===== src/rtl/image_mem_arbiter.sv =====
// rtl/image_mem_arbiter.sv - round-robin arbiter sharing the 160x120 image RAM between three requesters
//
// Requester 0 = scan reader, 1 = star cleaner, 2 = marker drawer.
// Ports:
//   clk, resetn          clock, asynchronous active-low reset
//   req[2:0], we[2:0]    per-requester request and write flag (1 = write)
//   x_flat, y_flat       per-requester pixel coordinates, requester i at [i*W +: W]
//   wdata_flat           per-requester write colour
//   gnt[2:0]             combinational one-hot grant
//   rvalid[2:0], rdata   registered one-hot read strobe and read colour
//   oob                  one-cycle pulse when an out-of-range request is accepted
//   mem_addr/data/wren   registered RAM command
//   mem_q                RAM read data (RAM registers its address, 1-cycle latency)
module image_mem_arbiter #(
    parameter int XSZ    = 8,
    parameter int YSZ    = 7,
    parameter int DW     = 3,
    parameter int WIDTH  = 160,
    parameter int HEIGHT = 120
) (
    input  logic             clk,
    input  logic             resetn,
    input  logic [2:0]       req,
    input  logic [2:0]       we,
    input  logic [3*XSZ-1:0] x_flat,
    input  logic [3*YSZ-1:0] y_flat,
    input  logic [3*DW-1:0]  wdata_flat,
    output logic [2:0]       gnt,
    output logic [2:0]       rvalid,
    output logic [DW-1:0]    rdata,
    output logic             oob,
    output logic [14:0]      mem_addr,
    output logic [DW-1:0]    mem_data,
    output logic             mem_wren,
    input  logic [DW-1:0]    mem_q
);

    logic [1:0]    r_last;
    logic [14:0]   r_mem_addr;
    logic [DW-1:0] r_mem_data;
    logic          r_mem_wren;
    logic          r_oob;
    logic          r_s1_valid, r_s1_oob;
    logic [1:0]    r_s1_idx;
    logic          r_s2_valid, r_s2_oob;
    logic [1:0]    r_s2_idx;
    logic [2:0]    r_rvalid;
    logic [DW-1:0] r_rdata;

    logic [XSZ-1:0] w_xs [3];
    logic [YSZ-1:0] w_ys [3];
    logic [DW-1:0]  w_ds [3];
    logic [1:0]     w_p0, w_p1, w_p2;
    logic [1:0]     w_idx;
    logic           w_any;
    logic [XSZ-1:0] w_x;
    logic [YSZ-1:0] w_y;
    logic [DW-1:0]  w_wd;
    logic           w_we;
    logic [14:0]    w_addr;
    logic           w_inrange;

    always_comb begin
        for (int i = 0; i < 3; i++) begin
            w_xs[i] = x_flat[i*XSZ +: XSZ];
            w_ys[i] = y_flat[i*YSZ +: YSZ];
            w_ds[i] = wdata_flat[i*DW +: DW];
        end
    end

    // Priority order is last+1, last+2, last (mod 3).
    always_comb begin
        w_p0 = 2'd0;
        w_p1 = 2'd1;
        w_p2 = 2'd2;
        case (r_last)
            2'd0: begin w_p0 = 2'd1; w_p1 = 2'd2; w_p2 = 2'd0; end
            2'd1: begin w_p0 = 2'd2; w_p1 = 2'd0; w_p2 = 2'd1; end
            default: ;
        endcase
        w_any = 1'b1;
        w_idx = w_p2;
        if (req[w_p0])      w_idx = w_p0;
        else if (req[w_p1]) w_idx = w_p1;
        else if (req[w_p2]) w_idx = w_p2;
        else                w_any = 1'b0;
    end

    assign gnt  = w_any ? (3'b001 << w_idx) : 3'b000;
    assign w_x  = w_xs[w_idx];
    assign w_y  = w_ys[w_idx];
    assign w_wd = w_ds[w_idx];
    assign w_we = we[w_idx];

    // y*160 + x as two shifts and an add.
    assign w_addr    = 15'({w_y, 7'b0}) + 15'({w_y, 5'b0}) + 15'(w_x);
    assign w_inrange = (int'(w_x) < WIDTH) && (int'(w_y) < HEIGHT);

    always_ff @(posedge clk or negedge resetn) begin
        if (!resetn) begin
            r_last     <= 2'd2;
            r_mem_addr <= '0;
            r_mem_data <= '0;
            r_mem_wren <= 1'b0;
            r_oob      <= 1'b0;
            r_s1_valid <= 1'b0;
            r_s1_oob   <= 1'b0;
            r_s1_idx   <= 2'd0;
            r_s2_valid <= 1'b0;
            r_s2_oob   <= 1'b0;
            r_s2_idx   <= 2'd0;
            r_rvalid   <= 3'b000;
            r_rdata    <= '0;
        end else begin
            r_mem_wren <= 1'b0;
            r_oob      <= 1'b0;
            if (w_any) begin
                r_last <= w_idx;
                if (w_inrange) begin
                    r_mem_addr <= w_addr;
                    r_mem_data <= w_wd;
                    r_mem_wren <= w_we;
                end else begin
                    r_mem_addr <= '0;
                    r_oob      <= 1'b1;
                end
            end
            // Tag stages track the RAM: stage 1 beside mem_addr, stage 2 beside
            // the RAM's own address register; the output register then captures mem_q.
            r_s1_valid <= w_any & ~w_we;
            r_s1_idx   <= w_idx;
            r_s1_oob   <= ~w_inrange;
            r_s2_valid <= r_s1_valid;
            r_s2_idx   <= r_s1_idx;
            r_s2_oob   <= r_s1_oob;
            r_rvalid   <= r_s2_valid ? (3'b001 << r_s2_idx) : 3'b000;
            r_rdata    <= (r_s2_valid && !r_s2_oob) ? mem_q : '0;
        end
    end

    assign mem_addr = r_mem_addr;
    assign mem_data = r_mem_data;
    assign mem_wren = r_mem_wren;
    assign oob      = r_oob;
    assign rvalid   = r_rvalid;
    assign rdata    = r_rdata;

endmodule


===== config.mk =====
export PLATFORM = sky130hd
export DESIGN_NAME = image_mem_arbiter
export DESIGN_NICKNAME = d
export VERILOG_FILES = /design/src/rtl/image_mem_arbiter.sv
export SDC_FILE = /design/constraint.sdc
export NUM_CORES = 1
export LEC_CHECK = 0
export BUFFER_PORTS_ARGS = -buffer_cell sky130_fd_sc_hd__buf_2
export CORE_ASPECT_RATIO = 1.25
export CORE_MARGIN = 2
export CORE_UTILIZATION = 43
export CTS_BUF_LIST = sky130_fd_sc_hd__clkbuf_8
export CTS_CLUSTER_SIZE = 25
export DETAILED_ROUTE_END_ITERATION = 8
export MAX_ROUTING_LAYER = met4
export PLACE_DENSITY = 0.77
export SYNTH_ARGS = -nofsm -noshare
export SYNTH_HDL_FRONTEND = slang
export SYNTH_SLANG_ARGS = --single-unit

===== constraint.sdc =====
create_clock -name clk -period 3.15 [get_ports clk]
set_input_delay 0.315 -clock clk [delete_from_list [all_inputs] [get_ports clk]]
set_output_delay 0.315 -clock clk [all_outputs]
set_load 0.02 [all_outputs]

== Yosys cells after proc, flatten, opt, wreduce, memory -nomap -nowiden ==
Cells that the tools add are included.
Operators by class
  add/subtract/negate cells: 2
  magnitude comparators: 7
  eq/ne operators: 1
  shift-type cells: 2
  muxes and demuxes: 33
  bitwise logic cells: 4
  reduce and logical (&&, ||, !) cells: 5
Operators with widths (number)
  $bmux 8 s2: 1
  $mux 8: 2
  $add 14x12->15: 1
  $add 15x8->15: 1
  $mux 15: 1
  $mux 3: 5
  $bmux 7 s2: 1
  $mux 7: 2
  $lt 2x3->1 const B: 4
  $pmux 2 s2: 3
  $mux 1: 11
  $bmux 1 s2: 4
  $lt 8x8->1 const B: 1
  $lt 7x7->1 const B: 1
  $bmux 3 s2: 1
  $shl 1x2->3 const A: 2
  $mux 2: 2
  $ge 3x3->1 const B: 1
  $not 2->3: 1
  $eq 2x1->1 const B: 1
  $logic_and 1x1->1: 2
  $logic_not 2->1: 1
  $not 1->1: 2
  $reduce_and 2->1: 1
  2 further kinds: 2
Word-level totals
  flip-flop bits (word level): 36
  output and inout port bits: 29

== Logic depth before layout (Yosys ltp) ==
Gate-level depths: netlist of the first run.
  depth after elaboration: 14
  mapped depth: 16
  depth with buffers taken out: 15

== Least setup slack after synthesis of the first run ==
Ideal clock, no wire load.
  path kind: reg-to-reg
  start point: reg r_last[0]
  end point: reg r_mem_addr[12], in the netlist mem_addr[12]
  arrival: 3.138 ns
  slack: -0.109 ns
  cell stages (with the launch flop): 15
  cells stage by stage: dfrtp_1 or3b_1 a21oi_1 nor2_2 inv_2 clkbuf_1 a222oi_1 inv_1 ha_1 ha_1 o21ai_0 a21oi_1 o21a_1 or3_1 a32o_1
On the way
  longest elaborated chain between the ends: 13
RTL lines
  start, declared: RTL line 38  | logic [1:0] r_last;
  start signal, assigned: RTL line 118  | r_last <= w_idx;
  $eq 2x1->1 / $logic_not 2->1 (equally long branches): RTL line 76  | case (r_last)
  $pmux 2 s2: RTL line 76
  $bmux 1 s2: RTL line 84  | else if (req[w_p1]) w_idx = w_p1;
  $mux 1 (implied by the code): RTL line 84
  $mux 2: RTL line 84
  $mux 2 (*): RTL line 83  | if (req[w_p0]) w_idx = w_p0;
  via w_idx[0]: RTL line 54  | logic [1:0] w_idx;
  $not 2->3 (implied by the code) (*): RTL line 90, 91
  $bmux 7 s2 / $bmux 8 s2 (equally long branches): RTL line 91, 90
  $mux 7 (implied by the code) / $mux 8 (equally long branches) (2 in a row): RTL line 91, 90
  $add 14x12->15, or another cell as far along: RTL line 96  | assign w_addr = 15'({w_y, 7'b0}) + 15'({w_y, 5'b0}) + 15'(w_x);
  $add 15x8->15 / $logic_and 1x1->1 (equally long branches): RTL line 96, 97
  $mux 15 (*): RTL line 119  | if (w_inrange) begin
  end signal, assigned: RTL line 120  | r_mem_addr <= w_addr;
  end, declared: RTL line 39  | logic [14:0] r_mem_addr;
The timed path passes the listed nets; every way through them passes the cells marked *. The select of a mux whose other input is x is not followed.
A chain may end at the register's enable or synchronous reset.

== Worst setup path in the final report of the first run ==
  start point: reg r_last[1]
  end point: reg r_mem_addr[13], in the netlist mem_addr[13]
On the way
  longest elaborated chain between the ends: 13
RTL lines (RTL line)
  $eq 2x1->1 / $logic_not 2->1 (equally long branches): 76
  $pmux 2 s2: 76
  $bmux 1 s2: 84
  $mux 1 (implied by the code): 84
  $mux 2: 84
  $mux 2: 83
  $not 2->3 (implied by the code): 90, 91
  $bmux 7 s2 / $bmux 8 s2 (equally long branches): 91, 90
  $mux 7 (implied by the code) / $mux 8 (equally long branches) (2 in a row): 91, 90
  $add 14x12->15, or another cell as far along: 96
  $add 15x8->15 / $logic_and 1x1->1 (equally long branches): 96, 97
  $mux 15: 119
Several ways; a longest one is shown, not always the timed one. The select of a mux whose other input is x is not followed.

==> results.toml, run 1 <==
[synth]
synth_fp_nets = 292
synth_top_family_by_area = "compound AO/OA/AOI/OAI gates"
synth_ff_type = "dfrtp_1"
netlist_instances = 212
synth_area_per_cell_um2 = 10.1
synth_cell_types = 47
synth_fa_ha_area_frac = 0.0912
seq_area_frac_synth = 0.421
synth-compound-area-share = 0.232
netlist_area_um2 = 2140
ys_ff_latch = 36
synth-async-reset-ratio = 1.00
ys_warn_count = 0
synth_edf_count = 0
synth_xor_xnor_area_share = 0.0164
synthSimpleGateAreaFrac = 0.162
synthMuxAreaShare = 0.0193

[placed_design]
place.gp.congestion = 0.903
dp_hpwl_um = 4350
postPlaceCellArea_um2 = 2820
io_buffers = 93

[layout]
nFillCells = 367
multi_input_area_um2 = 1310
antennaDiodeCount = 0
fin_area_um2 = 3240
nets = 422
area_growth_pct = 51.3
drive_above_1_share = 0.531
seqCellArea_um2 = 903

[floorplan]
initial_utilization = 0.449
die_area_um2 = 5560
ioPinCount = 94
die_h_um = 82.9
rows = 28
core_um2 = 4760
die_w_um = 67.1

[sta]
slew_headroom = 0.474
skew_ps = 4.61
maxSlewViolCount = 0
worst_slack_ps = -186
hold_viol_final = 0
period_share = 1.06
setup_viol = 4
tightest_slew_ps = 789
timing.hold.ws_ps = 107
min_period_ps = 3340
rsz0062_at_grt = "true"
setup_tns_ps = -413
max_freq_mhz = 300

[critical_path]
worstPathMaxFanout = 5
endpoint_kind = "flip-flop"
arrival_ps = 3520
criticalPathCategory = "reg2reg"
worst_setup_path_start_kind = "flip-flop"
cp_data_required_time_ps = 3330

[clock_tree]
clk_latency_ps = 290
postCtsHoldBufs = 0
cts_tree = "yes"
h-tree-depth = 2
cts_inserted_buffers = 5
clk_path_buf_depth = 2
clock-root-buffer = "clkbuf_8"
clk_pin_slew_ps = 70
cts.sinks = 36

[detailed_routing]
post-route-drc-count = 0
routedWlPerCell_um = 16.0
ant_nets = 0
via_per_inst = 5.59
routed_wirelength_um = 6470
drt_iter0_drc = 205
vias = 2253
drt-pass1-iter-count = 7

[pwr]
powerDensity_nw_per_um2 = 819
leakage_nw = 1.65
power.total_mw = 2.65
ir_drop_mv = 0.423

[global_routing]
grt_pass1_vias = 2140
antenna_found_initial = 0
overflow = 0
grtUsageTotal = 0.237
grt_max_degree = 37
grt_pass1_wl_um = 9720

[flow_run]
cap_violations = 0

[status]
status = "complete, but fails checks"
failed_checks = "setup timing"

[hold_path]
hold_class = "in2async"
-- per-layer routing --
| metal | vias up | track usage | part of all wire |
|---|---|---|---|
| met3 | 16 | 0.0447 | 0.075 |
| met2 | 130 | 0.414 | 0.52 |
| met5 | - | - | 0 |
| li1 | 1051 | - | - |
| met1 | 1056 | 0.251 | 0.38 |
| met4 | 0 | 0.102 | 0.028 |
-- cell type report --
type,instances,area share
sequential,36,0.279
multi-input combinational,149,0.403
clock buffer,5,0.0212
timing repair buffer,133,0.241
tap,60,0.0232
inverter,17,0.0197
clock inverter,3,0.0131
-- repair_timing --
item / CTS / global route
setup buffers: 16 / 2
pin swaps: 21 / 12
gates resized for setup: 28 / 8
gates cloned: 0 / 0
setup endpoints to repair: 4 / 7
-- worst paths after layout --
| kind | from | to | slack (ps) | cells past startpoint |
|---|---|---|---|---|
| worst max-delay path | r_last[1] | mem_addr[13] | -190 | 14 |
| worst min-delay path | resetn | mem_data[0] | 110 | 1 |
| worst max register to register | r_last[1] | mem_addr[13] | -190 | 14 |
| worst min register to register | r_s1_idx[1] | r_s2_idx[1] | 350 | 0 |
| max in group asynchronous | resetn | r_last[0] | 2490 | 1 |
| min in group clk | mem_q[1] | rdata[1] | 230 | 2 |
-- critical path, cell delays in order, from the launching register on --
cell and delay (ps):
dfstp_2 600, buf_4 140, nor4_2 40, buf_4 150, a222oi_1 450, and2_1 200, inv_1 80, ha_1 350
ha_4 310, nand3_2 50, o211ai_1 310, nor4_2 80, nor3_2 220, xnor2_1 90, a22o_1 180
-- flip-flops by register name, summed over array words and instances (netlist names) --
register and cells:
mem_wren 1, r_last 2, oob 1, mem_addr 15, rdata 3, r_s2_idx 2
r_s1_oob 1, r_s1_valid 1, r_s2_oob 1, r_s1_idx 2, r_s2_valid 1, rvalid 3
mem_data 3
-- stage by stage --
step | cells | setup slack [ps] | utilization
3_3_place_gp | 377 | -97.7 | 0.592
4_1_cts | 401 | -24.8 | 0.670
2_1_floorplan | 212 | 13.6 | -
6_report | 403 | -186 | 0.680
5_1_grt | 403 | -354 | 0.680
3_5_place_dp | 377 | -191 | 0.592
-- placed cells by master, fill, tap and decap left out, types with 6 or more instances in the layout --
master,count
dfrtp_1,34
buf_2,93
nor2b_1,6
ha_4,7
and2_1,12
o21ai_0,6
a222oi_1,14
ha_1,6
buf_4,36
inv_1,14
nand2_1,11
a22o_1,8
nor2_1,13
-- Yosys cell counts, types with 2 or more instances --
library cell | n | area (µm²)
dfrtp_1 | 35 | 876
o22ai_1 | 2 | 12.5
ha_1 | 14 | 175
nor4_1 | 2 | 12.5
nand2_1 | 12 | 45.0
o31ai_2 | 2 | 25.0
nand3_1 | 2 | 10.0
mux2i_1 | 3 | 30.0
buf_4 | 2 | 15.0
buf_6 | 2 | 22.5
o31ai_1 | 4 | 30.0
a22oi_1 | 2 | 15.0
xnor2_1 | 2 | 17.5
a21oi_1 | 9 | 45.0
xor2_1 | 2 | 17.5
and3b_1 | 2 | 17.5
a222oi_1 | 14 | 140
clkbuf_1 | 6 | 22.5
nor2_2 | 2 | 12.5
inv_2 | 2 | 7.51
nor2b_1 | 6 | 37.5
inv_1 | 15 | 56.3
a21o_1 | 2 | 15.0
o21ai_0 | 9 | 45.0
and2_1 | 12 | 75.1
nor2_1 | 14 | 52.6
nor3_1 | 5 | 25.0
a22o_1 | 8 | 70.1
a32o_1 | 2 | 20.0
-- where the power goes --
part           total [mW]  switching [mW]  internal [mW]
logic                1.56           0.819          0.743
clock network       0.407           0.173          0.234
registers           0.685          0.0752          0.610
total                2.65            1.07           1.59
-- logic make-up after synthesis --
family,count (synthesis)
adders and majority gates,15
DFF,36
xor gates and xnor gates,4
muxes,4
AOI/OAI and AO/OA,61
and+or+nand+nor,65
buffers and inverters,27
Power figures use the tool's default switching activity.
==> run 2: changes to the inputs <==
--- a/config.mk
+++ b/config.mk
@@ -6,7 +6,6 @@
 export NUM_CORES = 1
 export LEC_CHECK = 0
 export BUFFER_PORTS_ARGS = -buffer_cell sky130_fd_sc_hd__buf_2
-export CORE_ASPECT_RATIO = 1.25
 export CORE_MARGIN = 2
 export CORE_UTILIZATION = 43
 export CTS_BUF_LIST = sky130_fd_sc_hd__clkbuf_8
==> run 2 against run 1 <==
- the flow still finishes with violations (setup timing)
- largest cell class unchanged
- maximum frequency fell by 2.1%
- count of clock-buffer cells in the layout did not move
- cell count rose by 1.5%
- critical endpoint unchanged
- global-route usage rose by 0.39 points
- first-iteration DRC count rose by 14%
- critical path depth rose by 1
- combinational power rose by 8%
- clock power barely moved
- critical path type unchanged
==> results.toml, run 2 (synthesis gave the netlist of run 1 again) <==
[floorplan]
die_h_um = 74.6
rows = 25
die_w_um = 74.6
initial_utilization = 0.450
ioPinCount = 94
core_um2 = 4750
die_area_um2 = 5560

[sta]
tightest_slew_ps = 1000
max_freq_mhz = 294
setup_viol = 5
slew_headroom = 0.326
maxSlewViolCount = 0
period_share = 1.08
skew_ps = 3.57
rsz0062_at_grt = "true"
min_period_ps = 3410
hold_viol_final = 0
worst_slack_ps = -257
timing.hold.ws_ps = 89.2

[pwr]
leakage_nw = 1.66
swShare = 0.408
powerDensity_nw_per_um2 = 835
power.total_mw = 2.77
ir_drop_mv = 0.665
seqPwrFrac = 0.248
power.switching_mw = 1.13
combPwrFrac = 0.605
p_clk_frac = 0.148
internal-power_mw = 1.64

[critical_path]
r2r_setup_slack_ps = -260
cp_data_required_time_ps = 3330
criticalPathCategory = "reg2reg"
worst_setup_path_start_kind = "flip-flop"
arrival_ps = 3590
worstPathMaxFanout = 7
endpoint_kind = "flip-flop"

[flow_run]
cap_violations = 0

[global_routing]
overflow = 0
gr-usage-met2 = 0.386
top_usage_layer = "met2"
use_met1 = 0.312
grtUsageTotal = 0.240
grt_max_degree = 37
antenna_found_initial = 0
grt_pass1_vias = 2143
use_met3 = 0.0461
grt_pass1_wl_um = 9760

[clock_tree]
postCtsHoldBufs = 0
clk_pin_slew_ps = 70
cts.sinks = 36
clk_latency_ps = 290
cts_tree = "yes"
clk_path_buf_depth = 2
clock-root-buffer = "clkbuf_8"
h-tree-depth = 2
cts_inserted_buffers = 5

[detailed_routing]
routed_wirelength_um = 7000
via_per_inst = 5.72
post-route-drc-count = 0
vias = 2338
ant_nets = 0
drt-pass1-iter-count = 7
routedWlPerCell_um = 17.1
drt_iter0_drc = 234

[layout]
nets = 421
nFillCells = 361
largest_register_ffs = 15
antennaDiodeCount = 0
final_common_cell = "buf_2"
area_growth_pct = 55.1
drive_above_1_share = 0.544
fin_util = 0.698
layout_common_cells = "buf_2 (93), dfrtp_1 (35), buf_4 (34)"
fin_area_um2 = 3320

[placed_design]
postPlaceCellArea_um2 = 2840
dp_hpwl_um = 4480
dp_slack_ps = -234
place.gp.congestion = 0.882
io_buffers = 93

[status]
failed_checks = "setup timing"
status = "complete, but fails checks"

[hold_path]
hold_class = "in2async"
-- run 2: changes by cell type in the layout (fill, tap and decap cells not counted), sizes merged --
cell,previous run,this run
buf,133,131
clkbuf,5,6
-- run 2: stage by stage --
stage          cells  TNS (ps)
3_5_place_dp     385      -662
5_1_grt          409     -1170
3_3_place_gp     385      -504
6_report         409      -479
4_1_cts          398      -116
2_1_floorplan    212         0
-- run 2: power by group through the flow --
stage	Combinational, mW	Clock, mW	Sequential (mW)
finish	1.68	0.410	0.686
global route	1.80	0.433	0.700
CTS	1.43	0.414	0.679
detailed placement	1.27	0	0.689
global placement	1.24	0	0.684
floorplan	0.717	0	0.823
-- run 2: critical path: stages, from the launching register on --
cell	delay [ps]
dfstp_2	430
buf_6	140
buf_4	140
a22oi_4	210
inv_4	70
and2_1	160
a221o_1	310
xor2_2	170
ha_4	300
ha_4	210
a21oi_2	190
o211ai_1	170
nor4_2	380
nor3_2	110
xnor2_1	140
a22o_1	180
-- run 2: final timing paths --
check | start | endpoint | cells after the start
worst max register to register | r_last[1] | mem_addr[13] | 15
worst min register to register | r_s1_valid | r_s2_valid | 0
worst min-delay path | resetn | rvalid[1] | 1
min in group clk | mem_q[1] | rdata[1] | 2
max in group asynchronous | resetn | mem_addr[0] | 1
worst max-delay path | r_last[1] | mem_addr[13] | 15
-- run 2: what timing repair did --
item / 4_1_cts / 5_1_grt
buffers inserted: 5 / 11
resized for setup: 17 / 31
pin swaps: 8 / 21
hold endpoints to repair: 0 / 0
cloned: 0 / 1
endpoints found under the setup margin: 4 / 7
-- run 2: area by class of cell --
| cell class | instances | area [µm²] | share of cell area |
|---|---|---|---|
| Sequential cell | 36 | 902 | 0.272 |
| Clock inverter | 3 | 42.5 | 0.0128 |
| Inverter | 17 | 66.3 | 0.0200 |
| Clock buffer | 5 | 68.8 | 0.0207 |
| Timing Repair Buffer | 132 | 795 | 0.239 |
| Tap cell | 67 | 83.8 | 0.0252 |
| Multi-Input combinational cell | 149 | 1360 | 0.410 |
-- run 2: layer usage --
metal	share of wire	wire, µm
met1	0.40	2790
met2	0.50	3510
met3	0.082	575
met4	0.017	122
met5	0	0
==> run 3: changes to the inputs <==
--- a/config.mk
+++ b/config.mk
@@ -6,9 +6,9 @@
 export NUM_CORES = 1
 export LEC_CHECK = 0
 export BUFFER_PORTS_ARGS = -buffer_cell sky130_fd_sc_hd__buf_2
-export CORE_MARGIN = 2
 export CORE_UTILIZATION = 43
 export CTS_BUF_LIST = sky130_fd_sc_hd__clkbuf_8
+export CTS_CLUSTER_DIAMETER = 30
 export CTS_CLUSTER_SIZE = 25
 export DETAILED_ROUTE_END_ITERATION = 8
 export MAX_ROUTING_LAYER = met4
==> run 3 against run 2 <==
- the run still ends with setup timing left
- maximum frequency increased by 6.5%
- largest cell class unchanged
- combinational power decreased by 11%
- critical path type unchanged
- sequential power decreased by 0.6%
- sequential share of layout area increased by 0.76 points
- core utilization decreased by 1.8 points
- register-to-register slack improved by 210 ps
==> results.toml, run 3 (synthesis gave the netlist of run 1 again) <==
[status]
status = "complete, but fails checks"
failed_checks = "setup timing"

[detailed_routing]
drt-pass1-iter-count = 5
routedWlPerCell_um = 15.3
wl_met2_um = 2990
vias = 2261
via_per_inst = 5.54
wl_met3_um = 451
routed_wirelength_um = 6250
post-route-drc-count = 0
top_layer = "met4"
drt-met1-wl_um = 2610
drt_iter0_drc = 205
ant_nets = 0

[sta]
skew_ps = 5.37
rsz0062_at_grt = "true"
setup_viol = 3
slew_headroom = 0.467
timing.hold.ws_ps = 117
maxSlewViolCount = 0
min_period_ps = 3200
hold_viol_final = 0
period_share = 1.02
max_freq_mhz = 313
worst_slack_ps = -48.3
tightest_slew_ps = 795

[pwr]
seqPwrFrac = 0.264
power.switching_mw = 1.02
p_clk_frac = 0.154
leakage_nw = 1.64
powerDensity_nw_per_um2 = 798
combPwrFrac = 0.581
ir_drop_mv = 0.551
swShare = 0.397
internal-power_mw = 1.56

[layout]
nFillCells = 364
nets = 420
fin_area_um2 = 3230
final-instance-count-excl-fill = 408
antennaDiodeCount = 0
largest_register_ffs = 15
layout_common_cells = "buf_2 (93), buf_4 (36), dfrtp_1 (34)"
drive_above_1_share = 0.528
area_growth_pct = 51.1
final_common_cell = "buf_2"
fin_util = 0.680

[global_routing]
grtUsageTotal = 0.252
grt_pass1_wl_um = 9800
overflow = 0
antenna_found_initial = 0
grt_pass1_vias = 2115
grt_max_degree = 37

[critical_path]
cp_data_required_time_ps = 3320
worstPathMaxFanout = 6
worst_setup_path_start_kind = "flip-flop"
reg2reg_depth = 14
arrival_ps = 3370
r2r-start = "r_last[0]"
criticalPathCategory = "reg2reg"
r2r_setup_slack_ps = -50
endpoint_kind = "flip-flop"
rr_endpoint = "mem_addr[12]"

[floorplan]
ioPinCount = 94
die_h_um = 72.6
die_area_um2 = 5260
die_w_um = 72.6
initial_utilization = 0.450
core_um2 = 4750
rows = 25

[placed_design]
postPlaceCellArea_um2 = 2850
place_inst = 387
io_buffers = 93
dp_slack_ps = -163
dp_hpwl_um = 4390
place.gp.congestion = 0.908

[flow_run]
cap_violations = 0

[clock_tree]
clk_path_buf_depth = 2
cts_inserted_buffers = 5
clk_pin_slew_ps = 80
cts.sinks = 36
clk_latency_ps = 280
clock-root-buffer = "clkbuf_8"
cts_tree = "yes"
h-tree-depth = 2

[hold_path]
hold_class = "in2async"
[run 3: power groups by stage]
| stage | clock (mW) | sequential [mW] | combinational, mW |
|---|---|---|---|
| 2_1_floorplan | 0 | 0.823 | 0.717 |
| 3_3_place_gp | 0 | 0.685 | 1.24 |
| 3_5_place_dp | 0 | 0.690 | 1.27 |
| 4_1_cts | 0.403 | 0.681 | 1.44 |
| 5_1_grt | 0.426 | 0.700 | 1.63 |
| 6_report | 0.398 | 0.682 | 1.50 |
[run 3: worst max-delay path, stage by stage, from the launching register on]
cell and delay (ps):
dfrtp_2 410, or3b_4 410, a21oi_4 190, buf_4 140, buf_4 100, o21ai_0 140, and2_1 210, inv_1 130
ha_4 230, ha_4 250, o21ai_1 90, a21oi_2 50, o21a_1 180, or3_1 310, a32o_1 250
[run 3: final cells by class]
type	instances	area [µm²]	share of cell area
Clock buffer	5	68.8	0.0213
Clock inverter	3	42.5	0.0132
Inverter	17	63.8	0.0197
Multi-Input combinational cell	149	1310	0.406
Sequential cell	36	903	0.279
Tap cell	67	83.8	0.0259
Timing Repair Buffer	131	758	0.234
[run 3: metrics by stage]
stage	setup TNS, ps	power (mW)
final	-98.7	2.58
after floorplan	0	1.54
after detailed placement	-439	1.96
after CTS	-38.6	2.52
after global routing	-692	2.75
after global placement	-138	1.93
[run 3: worst max-delay path by stage]
stage / start / to / cells after the start
after floorplan: r_last[0] / mem_addr[12] / 14
after detailed placement: r_last[1] / mem_addr[12] / 14
after global routing: r_last[1] / mem_addr[12] / 14
after global placement: req[0] / mem_addr[12] / 16
final: r_last[0] / mem_addr[12] / 14
after CTS: r_last[0] / mem_addr[13] / 14
[run 3: routing by layer]
metal  track usage  vias to the layer above
li1              -                     1046
met1         0.326                     1065
met2         0.412                      123
met3        0.0472                       27
met4        0.0588                        0
met5             -                        -
[run 3: what timing repair did]
item / 4_1_cts / 5_1_grt
setup buffers: 11 / 2
pin swaps: 18 / 7
setup endpoints to repair: 4 / 6
resized for setup: 25 / 9
cloned: 0 / 0
hold buffers: 0 / 0
